### src/rtl/oled_pkg.sv
// Shared definitions for the OLED SPI receiver: FSM encoding, pin idle levels
// and bit-counter sizing.
// Latency: n/a (definitions only). Backpressure: n/a.
package oled_pkg;

  typedef enum logic {
    ST_IDLE  = 1'b0,
    ST_SHIFT = 1'b1
  } rx_state_t;

  // Levels the synchronizers hold in reset, matching an idle SPI bus.
  localparam logic CS_IDLE   = 1'b1;
  localparam logic SCLK_IDLE = 1'b1;
  localparam logic SDIN_IDLE = 1'b0;
  localparam logic DC_IDLE   = 1'b0;

  localparam int BYTE_W    = 8;
  localparam int BIT_CNT_W = 3;
  localparam logic [BIT_CNT_W-1:0] LAST_BIT = 3'd7;

endpackage

### src/rtl/oled_spi_rx_if.sv
// Received-byte stream: head byte, its DC flag, valid/ready handshake.
// Latency: n/a (wires only).
// Backpressure: master holds byte_dat/byte_dc stable while valid & !ready.
interface oled_spi_rx_if;
  import oled_pkg::*;

  logic [BYTE_W-1:0] byte_dat;
  logic              byte_dc;
  logic              valid;
  logic              ready;

  modport master (output byte_dat, output byte_dc, output valid, input ready);
  modport slave  (input byte_dat, input byte_dc, input valid, output ready);

endinterface

### src/rtl/oled_rx_fifo.sv
// Generic synchronous FIFO, valid/ready on both sides, full/empty flags.
// Latency: one cycle from write to out_vld.
// Backpressure: in_rdy is low only when full and the head is not being popped.
// Ports: in_vld/in_rdy/in_dat write side, out_vld/out_rdy/out_dat read side,
//        full/empty status. DEPTH must be a power of two.
module oled_rx_fifo #(
  parameter int WIDTH = 9,
  parameter int DEPTH = 4
) (
  input  logic             clk,
  input  logic             rst_n,
  input  logic             in_vld,
  output logic             in_rdy,
  input  logic [WIDTH-1:0] in_dat,
  output logic             out_vld,
  input  logic             out_rdy,
  output logic [WIDTH-1:0] out_dat,
  output logic             full,
  output logic             empty
);

  localparam int AW = (DEPTH > 1) ? $clog2(DEPTH) : 1;
  localparam logic [AW:0] PTR_ONE = 1;

  logic [WIDTH-1:0] mem [DEPTH];
  logic [AW:0]      wr_ptr;
  logic [AW:0]      rd_ptr;
  logic             wr_en;
  logic             rd_en;

  // Pointers carry one extra wrap bit so full and empty are distinguishable.
  assign empty   = (wr_ptr == rd_ptr);
  assign full    = (wr_ptr[AW] != rd_ptr[AW]) && (wr_ptr[AW-1:0] == rd_ptr[AW-1:0]);
  assign out_vld = !empty;
  // A pop in the same cycle frees the slot, so a full FIFO still accepts.
  assign in_rdy  = !full || out_rdy;
  assign wr_en   = in_vld && in_rdy;
  assign rd_en   = out_vld && out_rdy;
  assign out_dat = mem[rd_ptr[AW-1:0]];

  always_ff @(posedge clk or negedge rst_n) begin
    if (!rst_n) begin
      wr_ptr <= '0;
      rd_ptr <= '0;
    end else begin
      if (wr_en) wr_ptr <= wr_ptr + PTR_ONE;
      if (rd_en) rd_ptr <= rd_ptr + PTR_ONE;
    end
  end

  always_ff @(posedge clk) begin
    if (wr_en) mem[wr_ptr[AW-1:0]] <= in_dat;
  end

endmodule

### src/rtl/oled_spi_rx.sv
// SPI slave receiver for an OLED controller bus: oversamples CS/SCLK/SDIN/DC,
// assembles MSB-first bytes and queues {DC, byte} for a consumer.
// Latency: VALID rises SYNC_STAGES+2 clk cycles after the 8th SCLK rising edge.
// Backpressure: none toward SPI; a byte arriving to a full, undrained FIFO is
//               dropped and sets sticky ovf.
// Ports: clk, rst_n (async active-low); cs, sclk, sdin, dc SPI pins; rx byte
//        stream (master modport); ovf, frame_err (1-cycle pulse), busy.
// Option: define OLED_RX_STATS_EN to add saturating cmd_cnt/data_cnt outputs.
module oled_spi_rx
  import oled_pkg::*;
#(
  parameter int FIFO_DEPTH  = 4,
  parameter int SYNC_STAGES = 2
) (
  input  logic                 clk,
  input  logic                 rst_n,
  input  logic                 cs,
  input  logic                 sclk,
  input  logic                 sdin,
  input  logic                 dc,
  oled_spi_rx_if.master        rx,
  output logic                 ovf,
  output logic                 frame_err,
  output logic                 busy
`ifdef OLED_RX_STATS_EN
  ,
  output logic [15:0]          cmd_cnt,
  output logic [15:0]          data_cnt
`endif
);

  logic [SYNC_STAGES-1:0] cs_sync, sclk_sync, sdin_sync, dc_sync;
  logic cs_s, sclk_s, sdin_s, dc_s;
  logic cs_prev, sclk_prev;
  logic cs_fall, cs_rise, sclk_rise;

  rx_state_t             state_q, state_d;
  logic [BIT_CNT_W-1:0]  cnt_q, cnt_d;
  logic [BYTE_W-1:0]     sh_q, sh_d;
  logic                  dc_q, dc_d;
  logic                  push_q, push_d;
  logic                  ferr_d;

  logic                  fifo_in_rdy, fifo_full, fifo_empty;
  logic [BYTE_W:0]       fifo_head;

  // Metastability chains; bit 0 samples the pin.
  always_ff @(posedge clk or negedge rst_n) begin
    if (!rst_n) begin
      cs_sync   <= {SYNC_STAGES{CS_IDLE}};
      sclk_sync <= {SYNC_STAGES{SCLK_IDLE}};
      sdin_sync <= {SYNC_STAGES{SDIN_IDLE}};
      dc_sync   <= {SYNC_STAGES{DC_IDLE}};
      cs_prev   <= CS_IDLE;
      sclk_prev <= SCLK_IDLE;
    end else begin
      cs_sync   <= {cs_sync[SYNC_STAGES-2:0], cs};
      sclk_sync <= {sclk_sync[SYNC_STAGES-2:0], sclk};
      sdin_sync <= {sdin_sync[SYNC_STAGES-2:0], sdin};
      dc_sync   <= {dc_sync[SYNC_STAGES-2:0], dc};
      cs_prev   <= cs_s;
      sclk_prev <= sclk_s;
    end
  end

  assign cs_s      = cs_sync[SYNC_STAGES-1];
  assign sclk_s    = sclk_sync[SYNC_STAGES-1];
  assign sdin_s    = sdin_sync[SYNC_STAGES-1];
  assign dc_s      = dc_sync[SYNC_STAGES-1];
  assign cs_fall   = cs_prev && !cs_s;
  assign cs_rise   = !cs_prev && cs_s;
  assign sclk_rise = !sclk_prev && sclk_s;
  assign busy      = !cs_s;

  always_ff @(posedge clk or negedge rst_n) begin
    if (!rst_n) begin
      state_q   <= ST_IDLE;
      cnt_q     <= '0;
      sh_q      <= '0;
      dc_q      <= DC_IDLE;
      push_q    <= 1'b0;
      frame_err <= 1'b0;
    end else begin
      state_q   <= state_d;
      cnt_q     <= cnt_d;
      sh_q      <= sh_d;
      dc_q      <= dc_d;
      push_q    <= push_d;
      frame_err <= ferr_d;
    end
  end

  always_comb begin
    state_d = state_q;
    cnt_d   = cnt_q;
    sh_d    = sh_q;
    dc_d    = dc_q;
    push_d  = 1'b0;
    ferr_d  = 1'b0;
    unique case (state_q)
      ST_IDLE: begin
        if (cs_fall) begin
          state_d = ST_SHIFT;
          cnt_d   = '0;
        end
      end
      ST_SHIFT: begin
        // CS release wins over a coincident SCLK edge.
        if (cs_rise) begin
          state_d = ST_IDLE;
          cnt_d   = '0;
          ferr_d  = (cnt_q != '0);
        end else if (sclk_rise) begin
          sh_d  = {sh_q[BYTE_W-2:0], sdin_s};
          cnt_d = cnt_q + BIT_CNT_W'(1);
          if (cnt_q == LAST_BIT) begin
            push_d = 1'b1;
            dc_d   = dc_s;
          end
        end
      end
      default: state_d = ST_IDLE;
    endcase
  end

  // sh_q/dc_q are stable for the push cycle: the next SCLK rise is at least
  // two full SCLK phases away.
  oled_rx_fifo #(
    .WIDTH (BYTE_W + 1),
    .DEPTH (FIFO_DEPTH)
  ) u_fifo (
    .clk     (clk),
    .rst_n   (rst_n),
    .in_vld  (push_q),
    .in_rdy  (fifo_in_rdy),
    .in_dat  ({dc_q, sh_q}),
    .out_vld (rx.valid),
    .out_rdy (rx.ready),
    .out_dat (fifo_head),
    .full    (fifo_full),
    .empty   (fifo_empty)
  );

  // Memory is not reset, so the head is forced to zero whenever nothing is queued.
  assign rx.byte_dat = fifo_empty ? '0 : fifo_head[BYTE_W-1:0];
  assign rx.byte_dc  = fifo_empty ? 1'b0 : fifo_head[BYTE_W];

  // Drop only when full and the head is not leaving this same cycle.
  always_ff @(posedge clk or negedge rst_n) begin
    if (!rst_n) begin
      ovf <= 1'b0;
    end else if (push_q && fifo_full && !fifo_in_rdy) begin
      ovf <= 1'b1;
    end
  end

`ifdef OLED_RX_STATS_EN
  always_ff @(posedge clk or negedge rst_n) begin
    if (!rst_n) begin
      cmd_cnt  <= '0;
      data_cnt <= '0;
    end else if (push_q && fifo_in_rdy) begin
      if (dc_q) begin
        if (data_cnt != 16'hFFFF) data_cnt <= data_cnt + 16'd1;
      end else begin
        if (cmd_cnt != 16'hFFFF) cmd_cnt <= cmd_cnt + 16'd1;
      end
    end
  end
`endif

endmodule

### src/flat_wrapper.sv
// flat-port wrapper written by rule: the top's interface ports become plain ports
module oled_spi_rx_flat import oled_pkg::*;
#(
  parameter int FIFO_DEPTH  = 4,
  parameter int SYNC_STAGES = 2
)
  (clk, rst_n, cs, sclk, sdin, dc, ovf, frame_err, busy, rx_byte_dat, rx_byte_dc, rx_valid, rx_ready);
  oled_spi_rx_if rx_i ();
  input  logic clk;
  input  logic rst_n;
  input  logic cs;
  input  logic sclk;
  input  logic sdin;
  input  logic dc;
  output logic ovf;
  output logic frame_err;
  output logic busy;
  output wire logic [$bits(rx_i.byte_dat)-1:0] rx_byte_dat;
  output wire logic [$bits(rx_i.byte_dc)-1:0] rx_byte_dc;
  output wire logic [$bits(rx_i.valid)-1:0] rx_valid;
  input wire logic [$bits(rx_i.ready)-1:0] rx_ready;
  assign rx_byte_dat = rx_i.byte_dat;
  assign rx_byte_dc = rx_i.byte_dc;
  assign rx_valid = rx_i.valid;
  assign rx_i.ready = rx_ready;
  oled_spi_rx #(.FIFO_DEPTH(FIFO_DEPTH), .SYNC_STAGES(SYNC_STAGES)) u_core (.clk(clk), .rst_n(rst_n), .cs(cs), .sclk(sclk), .sdin(sdin), .dc(dc), .rx(rx_i), .ovf(ovf), .frame_err(frame_err), .busy(busy));
endmodule
### config.mk
export PLATFORM = sky130hd
export DESIGN_NAME = oled_spi_rx_flat
export DESIGN_NICKNAME = d
export VERILOG_FILES = /design/src/rtl/oled_pkg.sv /design/src/rtl/oled_spi_rx_if.sv /design/src/rtl/oled_rx_fifo.sv /design/src/rtl/oled_spi_rx.sv /design/src/flat_wrapper.sv
export SDC_FILE = /design/constraint.sdc
export NUM_CORES = 1
export LEC_CHECK = 0
export CAP_MARGIN = 20
export CORE_UTILIZATION = 65
export CTS_CLUSTER_DIAMETER = 200
export DETAILED_ROUTE_END_ITERATION = 12
export DONT_BUFFER_PORTS = 1
export PLACE_DENSITY = 0.81
export SETUP_SLACK_MARGIN = 0.5
export SLEW_MARGIN = 5
export SYNTH_ARGS = -nofsm -noshare
export SYNTH_HDL_FRONTEND = slang
export SYNTH_SLANG_ARGS = --single-unit
### constraint.sdc
create_clock -name clk -period 2.7 [get_ports clk]
set_input_delay 0.135 -clock clk [delete_from_list [all_inputs] [get_ports clk]]
set_output_delay 0.135 -clock clk [all_outputs]
set_load 0.1 [all_outputs]
==> results of run 1 <==
==> registers in the layout, summed over array words and instances (netlist names), 2 cells and up <==
register / count
u_core.u_fifo.mem: 36
u_core.sh_q: 8
u_core.cnt_q: 3
u_core.u_fifo.rd_ptr: 3
u_core.u_fifo.wr_ptr: 3
u_core.cs_sync: 2
u_core.dc_sync: 2
u_core.sclk_sync: 2
u_core.sdin_sync: 2
==> worst max-delay path by stage <==
| stage | start | to | slack [ns] | cells past startpoint |
|---|---|---|---|---|
| 3_5_place_dp | u_core.u_fifo.rd_ptr[1] | u_core.u_fifo.mem[3][2] | 0.76 | 3 |
| 5_1_grt | u_core.u_fifo.rd_ptr[0] | rx_byte_dat[1] | 0.52 | 5 |
| 6_report | u_core.u_fifo.rd_ptr[0] | rx_byte_dat[1] | 0.72 | 5 |
| 2_1_floorplan | u_core.u_fifo.wr_ptr[2] | rx_byte_dat[0] | 0.51 | 4 |
| 3_3_place_gp | u_core.u_fifo.rd_ptr[1] | u_core.u_fifo.mem[3][2] | 0.98 | 3 |
| 4_1_cts | u_core.u_fifo.rd_ptr[1] | rx_byte_dat[1] | 0.60 | 4 |
==> cells by family (layout without fill, tap and decap cells) <==
logic type                 count (synthesis)  after routing  share of synthesized area
xor gates and xnor gates                   7              7                    0.02292
AOI/OAI and AO/OA                          5              5                    0.01076
and+or+nand+nor                           52             52                     0.1076
muxes                                     14             14                    0.09775
buffers and inverters                     11             43                    0.01731
DFF                                       68             68                     0.7063
adders and majority gates                  8              8                    0.03742
==> through the flow <==
| stage | hold slack [ns] | setup WS, ns | cell area, um2 | utilization |
|---|---|---|---|---|
| 2_1_floorplan | -0.1606 | 0.5085 | 2676 | - |
| 3_3_place_gp | -0.1600 | 0.9771 | 2925 | 0.7701 |
| 3_5_place_dp | -0.1600 | 0.7578 | 2925 | 0.7701 |
| 4_1_cts | 0.004922 | 0.6016 | 3166 | 0.8333 |
| 5_1_grt | 0.02124 | 0.5223 | 3167 | 0.8337 |
| 6_report | 0.005956 | 0.7186 | 3167 | 0.8337 |
==> power by group <==
part / internal [mW] / leakage, nW / switching [mW] / total [mW]
combinational: 0.537 / 0.489 / 0.913 / 1.45
clock: 0.361 / 0.0790 / 0.320 / 0.681
sequential: 1.19 / 0.747 / 0.101 / 1.29
total: 2.09 / 1.32 / 1.33 / 3.42
==> timing repair <==
action	CTS	global route
hold buffers	7	0
endpoints found under the hold margin	37	0
setup endpoints to repair	0	9
resized for setup	0	1
==> placed cells by master (no fill, tap or decap), types with 2 or more instances in the layout <==
| cell | instances |
|---|---|
| sky130_fd_sc_hd__mux4_2 | 9 |
| sky130_fd_sc_hd__dfrtp_1 | 25 |
| sky130_fd_sc_hd__clkbuf_8 | 10 |
| sky130_fd_sc_hd__edfxtp_1 | 36 |
| sky130_fd_sc_hd__xor2_1 | 2 |
| sky130_fd_sc_hd__mux2_2 | 3 |
| sky130_fd_sc_hd__a21oi_1 | 2 |
| sky130_fd_sc_hd__and2_1 | 9 |
| sky130_fd_sc_hd__xnor2_1 | 5 |
| sky130_fd_sc_hd__and3_1 | 5 |
| sky130_fd_sc_hd__ha_1 | 8 |
| sky130_fd_sc_hd__inv_1 | 7 |
| sky130_fd_sc_hd__buf_4 | 4 |
| sky130_fd_sc_hd__clkbuf_1 | 6 |
| sky130_fd_sc_hd__buf_12 | 10 |
| sky130_fd_sc_hd__dfstp_2 | 6 |
| sky130_fd_sc_hd__dlygate4sd3_1 | 6 |
| sky130_fd_sc_hd__nand2_1 | 28 |
==> layer usage <==
layer / up-vias / track usage / wire length, um
met5: - / 0 / 0
met4: 0 / 0.1330 / 106
met3: 8 / 0.05690 / 274
met2: 60 / 0.4120 / 2434
met1: 724 / 0.3550 / 1897
li1: 633 / - / -
==> final cells by class <==
| cell class | count | share of cell area |
|---|---|---|
| Timing Repair Buffer | 20 | 0.09166 |
| Sequential cell | 68 | 0.5970 |
| Tap cell | 48 | 0.01896 |
| Multi-Input combinational cell | 86 | 0.2335 |
| Clock buffer | 16 | 0.05057 |
| Inverter | 7 | 0.008297 |
==> synthesized netlist by cell type <==
| library cell | number |
|---|---|
| sky130_fd_sc_hd__a21oi_1 | 2 |
| sky130_fd_sc_hd__buf_4 | 1 |
| sky130_fd_sc_hd__a31oi_1 | 1 |
| sky130_fd_sc_hd__dfrtp_1 | 26 |
| sky130_fd_sc_hd__nand4b_1 | 1 |
| sky130_fd_sc_hd__buf_2 | 1 |
| sky130_fd_sc_hd__xor2_1 | 2 |
| sky130_fd_sc_hd__and2_4 | 1 |
| sky130_fd_sc_hd__xnor2_1 | 5 |
| sky130_fd_sc_hd__mux4_2 | 9 |
| sky130_fd_sc_hd__nand3_1 | 1 |
| sky130_fd_sc_hd__nand3b_1 | 1 |
| sky130_fd_sc_hd__o21bai_1 | 1 |
| sky130_fd_sc_hd__and3_1 | 5 |
| sky130_fd_sc_hd__dfstp_2 | 6 |
| sky130_fd_sc_hd__or3b_1 | 1 |
| sky130_fd_sc_hd__edfxtp_1 | 36 |
| sky130_fd_sc_hd__nand2b_4 | 1 |
| sky130_fd_sc_hd__mux2_2 | 3 |
| sky130_fd_sc_hd__o21ai_0 | 1 |
| sky130_fd_sc_hd__nand2_1 | 28 |
| sky130_fd_sc_hd__and2_1 | 9 |
| sky130_fd_sc_hd__nor2b_4 | 1 |
| sky130_fd_sc_hd__inv_1 | 7 |
| sky130_fd_sc_hd__clkbuf_1 | 2 |
| sky130_fd_sc_hd__ha_1 | 8 |
| sky130_fd_sc_hd__nor2_1 | 1 |
| sky130_fd_sc_hd__nand2b_1 | 1 |
| sky130_fd_sc_hd__mux2_4 | 1 |
| sky130_fd_sc_hd__nor3b_4 | 1 |
| sky130_fd_sc_hd__mux2i_1 | 1 |
==> worst max-delay path, cell delays in order (launching register included) <==
cell and delay, ns:
sky130_fd_sc_hd__dfrtp_1 0.36, sky130_fd_sc_hd__buf_4 0.20, sky130_fd_sc_hd__xnor2_1 0.22, sky130_fd_sc_hd__nand3b_1 0.29, sky130_fd_sc_hd__and2_1 0.28, sky130_fd_sc_hd__buf_12 0.17
==> out/results.md, run 1 <==
| Result | This run |
|---|---|
| Number of cells traversed by the worst hold path | 2 |
| Leak pwr | 1.315 nW |
| Worst min-delay path startpoint | rx_ready |
| Status | finished, final reports clean |
| Average instance area after synthesis | 16.21 um2 |
| Global-route wire length before repair | 7.700 mm |
| Die area | 0.004376 mm2 |
| Crit path capture type | primary output |
| Total setup buffers inserted after CTS | 0 |
| Post-DR wirelength/cell | 19.23 um |
| Total number of nets in the final design | 207 |
| Worst-case hold path end point | u_core.u_fifo.rd_ptr[2] |
| Length of the first detailed-routing pass in iterations | 4 |
| DRC violation total after the first TritonRoute iteration | 92 |
| Final standard cell count with taps included and fillers excluded | 245 |
| Register-to-register setup slack | 0.81 ns |
| Number of clock sinks seen by CTS | 68 |
| Antenna violations before repair | 0 |
| Data required time of the critical path | 2.57 ns |
| Final sum of negative setup slack | 0 ns |
| Remaining antenna violation count after routing | 0 |
| Initial cell density of the core | 0.7042 |
| Placer congestion estimate | 0.7847 |
| DP HPWL | 3.065 mm |
| Worst Reg2Reg Path Length in Cells | 5 |
| Routed wire length | 4.712 mm |
| Yosys warns | 0 |
| Largest cells by area after synthesis | sky130_fd_sc_hd__edfxtp_1, sky130_fd_sc_hd__dfrtp_1, sky130_fd_sc_hd__mux4_2, sky130_fd_sc_hd__dfstp_2, sky130_fd_sc_hd__nand2_1 |
| Final Hold Fails | 0 |
| Area grow syn2layout | 18.38% |
| Highest Clock Rate | 504.7 MHz |
| Slew at the pin closest to its max-slew limit | 0.8715 ns |
| Clk_skew | 0.01088 ns |
| Post-layout min period | 1.981 ns |
| Relative slew slack | 0.4194 |
| Count of pins over their slew limit | 0 |
| Proportion of netlist area held by the largest area contributor | 0.4041 |
| Count of inserted antenna diode cells | 0 |
| Overall power of the completed layout | 3.420 mW |
| Count of endpoints failing setup in the final report | 0 |
| Reg clk slew, reported paths | 0.06 ns |
| Proportion of synthesized chip area in sequential cells | 0.7063 |
| Detail-routed via count per cell | 5.816 |
| Die width | 66.15 um |
| Number of I/O port buffers | 0 |
| Bufs on Longest Clock Path | 2 |
| Highest fanout seen on the critical path | 12 |
| Via count of the first global-routing pass | 1,520 |
| Type of the worst setup path | register to primary output |
| Clock tree from TritonCTS | built |
| Cells after DPL | 222 |
| Number of register bits inferred by synthesis | 68 |
| Number of maximum-capacitance constraint violations | 0 |
| Critical path data arrival time | 1.85 ns |
| Number of buffers added by the clock tree synthesis step | 9 |
| Io pins | 20 |
| Startpoint types | register |
| Area taken by multi-input logic gates | 739.5 um2 |
| Cells after synthesis | 165 |
| Clock latency reported for the late side of the worst-skew pair | 0.33 ns |
| Share of final-layout standard cells stronger than drive strength 1 | 0.2437 |
| Synthesized area | 0.002675 mm2 |
| Count of distinct cell types in the synthesized netlist | 31 |
| Worst ir drop on vdd | 0.0006199 V |
| Standard-cell row count | 22 |
| Buffer cell driving the clock tree root | sky130_fd_sc_hd__clkbuf_8 |
| Pin count of the biggest net entering global routing | 33 |
| Terminus of the critical flop-to-flop path | u_core.u_fifo.wr_ptr[2] |
| Setup repair after global routing missed its margin | false |
| Tcrit/Tclk final | 0.7338 |
| Class of the worst hold path | primary input to register |
| Die Ht | 66.15 um |
| Remaining Overflow, GRT | 0 |
| Launching point of the worst reg2reg path | u_core.u_fifo.rd_ptr[0] |
| Filler cell count | 177 |
| Total DRC errors in the routed layout | 0 |
| Cell taking the most area after synthesis | sky130_fd_sc_hd__edfxtp_1 |
| Power per cell area | 1080 mW/mm2 |
| # H-tree levels | 3 |
| Core area | 0.003799 mm2 |
| Nets in the synthesized netlist | 180 |
| Combined flip-flop and latch cell area | 0.001891 mm2 |
| Vias after detailed routing | 1,425 |
| Total routing resource utilization after global routing | 0.2637 |
Power figures use the tool's default switching activity.
==> run 2, diff against run 1 <==
CORE_UTILIZATION = 56   (was 65)
PLACE_DENSITY = 0.74   (was 0.81)
clock period = 1.8 ns   (was 2.7 ns; I/O delays follow)
==> run 2 against run 1 <==
Against the previous run:
- global-route usage is 4.4 points lower
- clock skew is 0.00054 ns lower
- largest power group unchanged
- combinational power is 58% higher
- die area grew 16%
- largest cell class unchanged
- non-clock buffer count rose by 15
- the run now ends with DRC, setup timing left
==> out/results.md, run 2 (same netlist as run 1, synthesis figures left out) <==
| Result | This run | Delta |
|---|---|---|
| Minimum setup slack in the final design | -0.05131 ns | was 0.7186 ns |
| Slew at the pin closest to its max-slew limit | 0.4362 ns | was 0.8715 ns |
| Global-route wire length before repair | 7.838 mm | was 7.700 mm |
| Core area | 0.004474 mm2 | was 0.003799 mm2 |
| Status | finished, violations left | was finished, final reports clean |
| Share of final-layout standard cells stronger than drive strength 1 | 0.4931 | was 0.2437 |
| Die area | 0.005057 mm2 | was 0.004376 mm2 |
| Detail-routed via count per cell | 5.900 | was 5.816 |
| Via count of the first global-routing pass | 1,577 | was 1,520 |
| Startpoint types | register | unchanged |
| Post-layout min period | 1.851 ns |  |
| Buffer cell driving the clock tree root | sky130_fd_sc_hd__clkbuf_8 | unchanged |
| Standard-cell row count | 24 | was 22 |
| Highest Clock Rate | 540.2 MHz |  |
| Relative slew slack | 0.7092 | was 0.4194 |
| Count of inserted antenna diode cells | 0 | unchanged |
| Final sum of negative setup slack | -0.3297 ns | was 0 ns |
| Die width | 71.12 um | was 66.15 um |
| Crit path capture type | primary output | unchanged |
| Highest fanout seen on the critical path | 6 | was 12 |
| Total number of nets in the final design | 227 | was 207 |
| Pin count of the biggest net entering global routing | 33 | unchanged |
| Die Ht | 71.12 um | was 66.15 um |
| Worst Reg2Reg Path Length in Cells | 6 | was 5 |
| Placer congestion estimate | 0.7090 | was 0.7847 |
| Commonest non-fill, non-tap cells in the layout | sky130_fd_sc_hd__edfxtp_1, sky130_fd_sc_hd__dfrtp_1, sky130_fd_sc_hd__buf_6 | was sky130_fd_sc_hd__edfxtp_1, sky130_fd_sc_hd__nand2_1, sky130_fd_sc_hd__dfrtp_1 |
| Setup repair after global routing missed its margin | true | was false |
| Post-DR wirelength/cell | 20.65 um | was 19.23 um |
| Type of the worst setup path | register to primary output | unchanged |
| Number of maximum-capacitance constraint violations | 0 | unchanged |
| Clock tree from TritonCTS | built | unchanged |
| Leak pwr | 1.461 nW | was 1.315 nW |
| Number of clock sinks seen by CTS | 68 | unchanged |
| Remaining antenna violation count after routing | 0 | unchanged |
| Tcrit/Tclk final | 1.029 |  |
| DRC violation total after the first TritonRoute iteration | 120 | was 92 |
| Leading cell type in the layout, fill and taps excluded | sky130_fd_sc_hd__edfxtp_1 | unchanged |
| Clk_skew | 0.01034 ns | was 0.01088 ns |
| Count of pins over their slew limit | 0 | unchanged |
| Total routing resource utilization after global routing | 0.2192 | was 0.2637 |
| Failing checks | DRC, setup timing |  |
| Final Hold Fails | 0 | unchanged |
| Area grow syn2layout | 30.87% | was 18.38% |
| Reg clk slew, reported paths | 0.07 ns | was 0.06 ns |
| Total DRC errors in the routed layout | 1 | was 0 |
| Length of the first detailed-routing pass in iterations | 9 | was 4 |
| Initial cell density of the core | 0.5979 | was 0.7042 |
| Io pins | 20 | unchanged |
| Bufs on Longest Clock Path | 2 | unchanged |
| Number of I/O port buffers | 0 | unchanged |
| DP HPWL | 2.604 mm | was 3.065 mm |
| Number of buffers added by the clock tree synthesis step | 9 | unchanged |
| Antenna violations before repair | 0 | unchanged |
| Final standard cell utilization of the core | 0.7824 | was 0.8337 |
| Power per cell area | 1508 mW/mm2 | was 1080 mW/mm2 |
| Class of the worst hold path | primary input to async pin | was primary input to register |
| Count of endpoints failing setup in the final report | 9 | was 0 |
| Worst ir drop on vdd | 0.0006706 V | was 0.0006199 V |
| Clock latency reported for the late side of the worst-skew pair | 0.34 ns | was 0.33 ns |
| Vias after detailed routing | 1,587 | was 1,425 |
| Max reg flops | 36 | unchanged |
| Remaining Overflow, GRT | 0 | unchanged |
| Routed wire length | 5.556 mm | was 4.712 mm |
| Critical path data arrival time | 1.76 ns | was 1.85 ns |
| # H-tree levels | 3 | unchanged |
| Data required time of the critical path | 1.71 ns | was 2.57 ns |
[run 2: worst max-delay path: stages, from the launching register on]
cell                       delay, ns
sky130_fd_sc_hd__dfrtp_1        0.46
sky130_fd_sc_hd__xnor2_1        0.29
sky130_fd_sc_hd__nand3b_1       0.23
sky130_fd_sc_hd__buf_6          0.20
sky130_fd_sc_hd__and2_4         0.25
[run 2: final cells by class]
cell class	count	area [um2]
well taps	52	65.06
multi-input cells	91	968.4
fillers	248	973.4
repair buffers	35	384.1
clock inverters	3	13.76
inverters	7	30.03
clock buffers	13	148.9
flip-flops and latches	68	1891
[run 2: what timing repair did]
| item | in CTS | in global routing |
|---|---|---|
| pin swaps | 9 | 21 |
| hold buffers | 7 | 0 |
| gates resized for setup | 22 | 43 |
| endpoints found under the hold margin | 39 | 0 |
| endpoints found under the setup margin | 64 | 66 |
| setup buffers | 12 | 6 |
| gates cloned | 5 | 3 |
[run 2: power by group]
group          switching (mW)  internal (mW)
sequential              0.135           1.78
combinational            1.48          0.815
clock                   0.543          0.531
total                    2.16           3.12
[run 2: path summary, 6_finish.rpt]
kind | startpoint | endpoint | slack (ns)
min in group clk | rx_ready | u_core.ovf | 0.29
min reg2reg | u_core.dc_sync[0] | u_core.dc_sync[1] | 0.35
max in group asynchronous | rst_n | u_core.sclk_sync[0] | 1.36
max reg2reg | u_core.u_fifo.wr_ptr[1] | u_core.u_fifo.rd_ptr[1] | 0.05
min | rst_n | u_core.u_fifo.rd_ptr[1] | 0.18
max | u_core.u_fifo.wr_ptr[1] | rx_byte_dat[0] | -0.05
[run 2: metrics by stage]
stage | std cells | total power, mW | hold slack (ns) | setup slack [ns] | instance area, um2
2_1_floorplan | 165 | 3.594 | -0.2056 | 0.07555 | 2760
3_3_place_gp | 220 | 3.678 | -0.2048 | 0.2024 | 2826
3_5_place_dp | 220 | 3.721 | -0.2049 | 0.1663 | 2826
4_1_cts | 260 | 4.958 | 0.1850 | 0.03198 | 3283
5_1_grt | 269 | 5.437 | 0.1945 | -0.07492 | 3501
6_report | 269 | 5.280 | 0.1849 | -0.05131 | 3501
[run 2: routing by layer]
| layer | GRT usage | vias to the layer above | wire [um] |
|---|---|---|---|
| met2 | 0.3568 | 51 | 2870 |
| met4 | 0.1200 | 0 | 125 |
| li1 | - | 694 | - |
| met5 | 0 | - | 0 |
| met1 | 0.2682 | 829 | 2323 |
| met3 | 0.06125 | 13 | 237 |
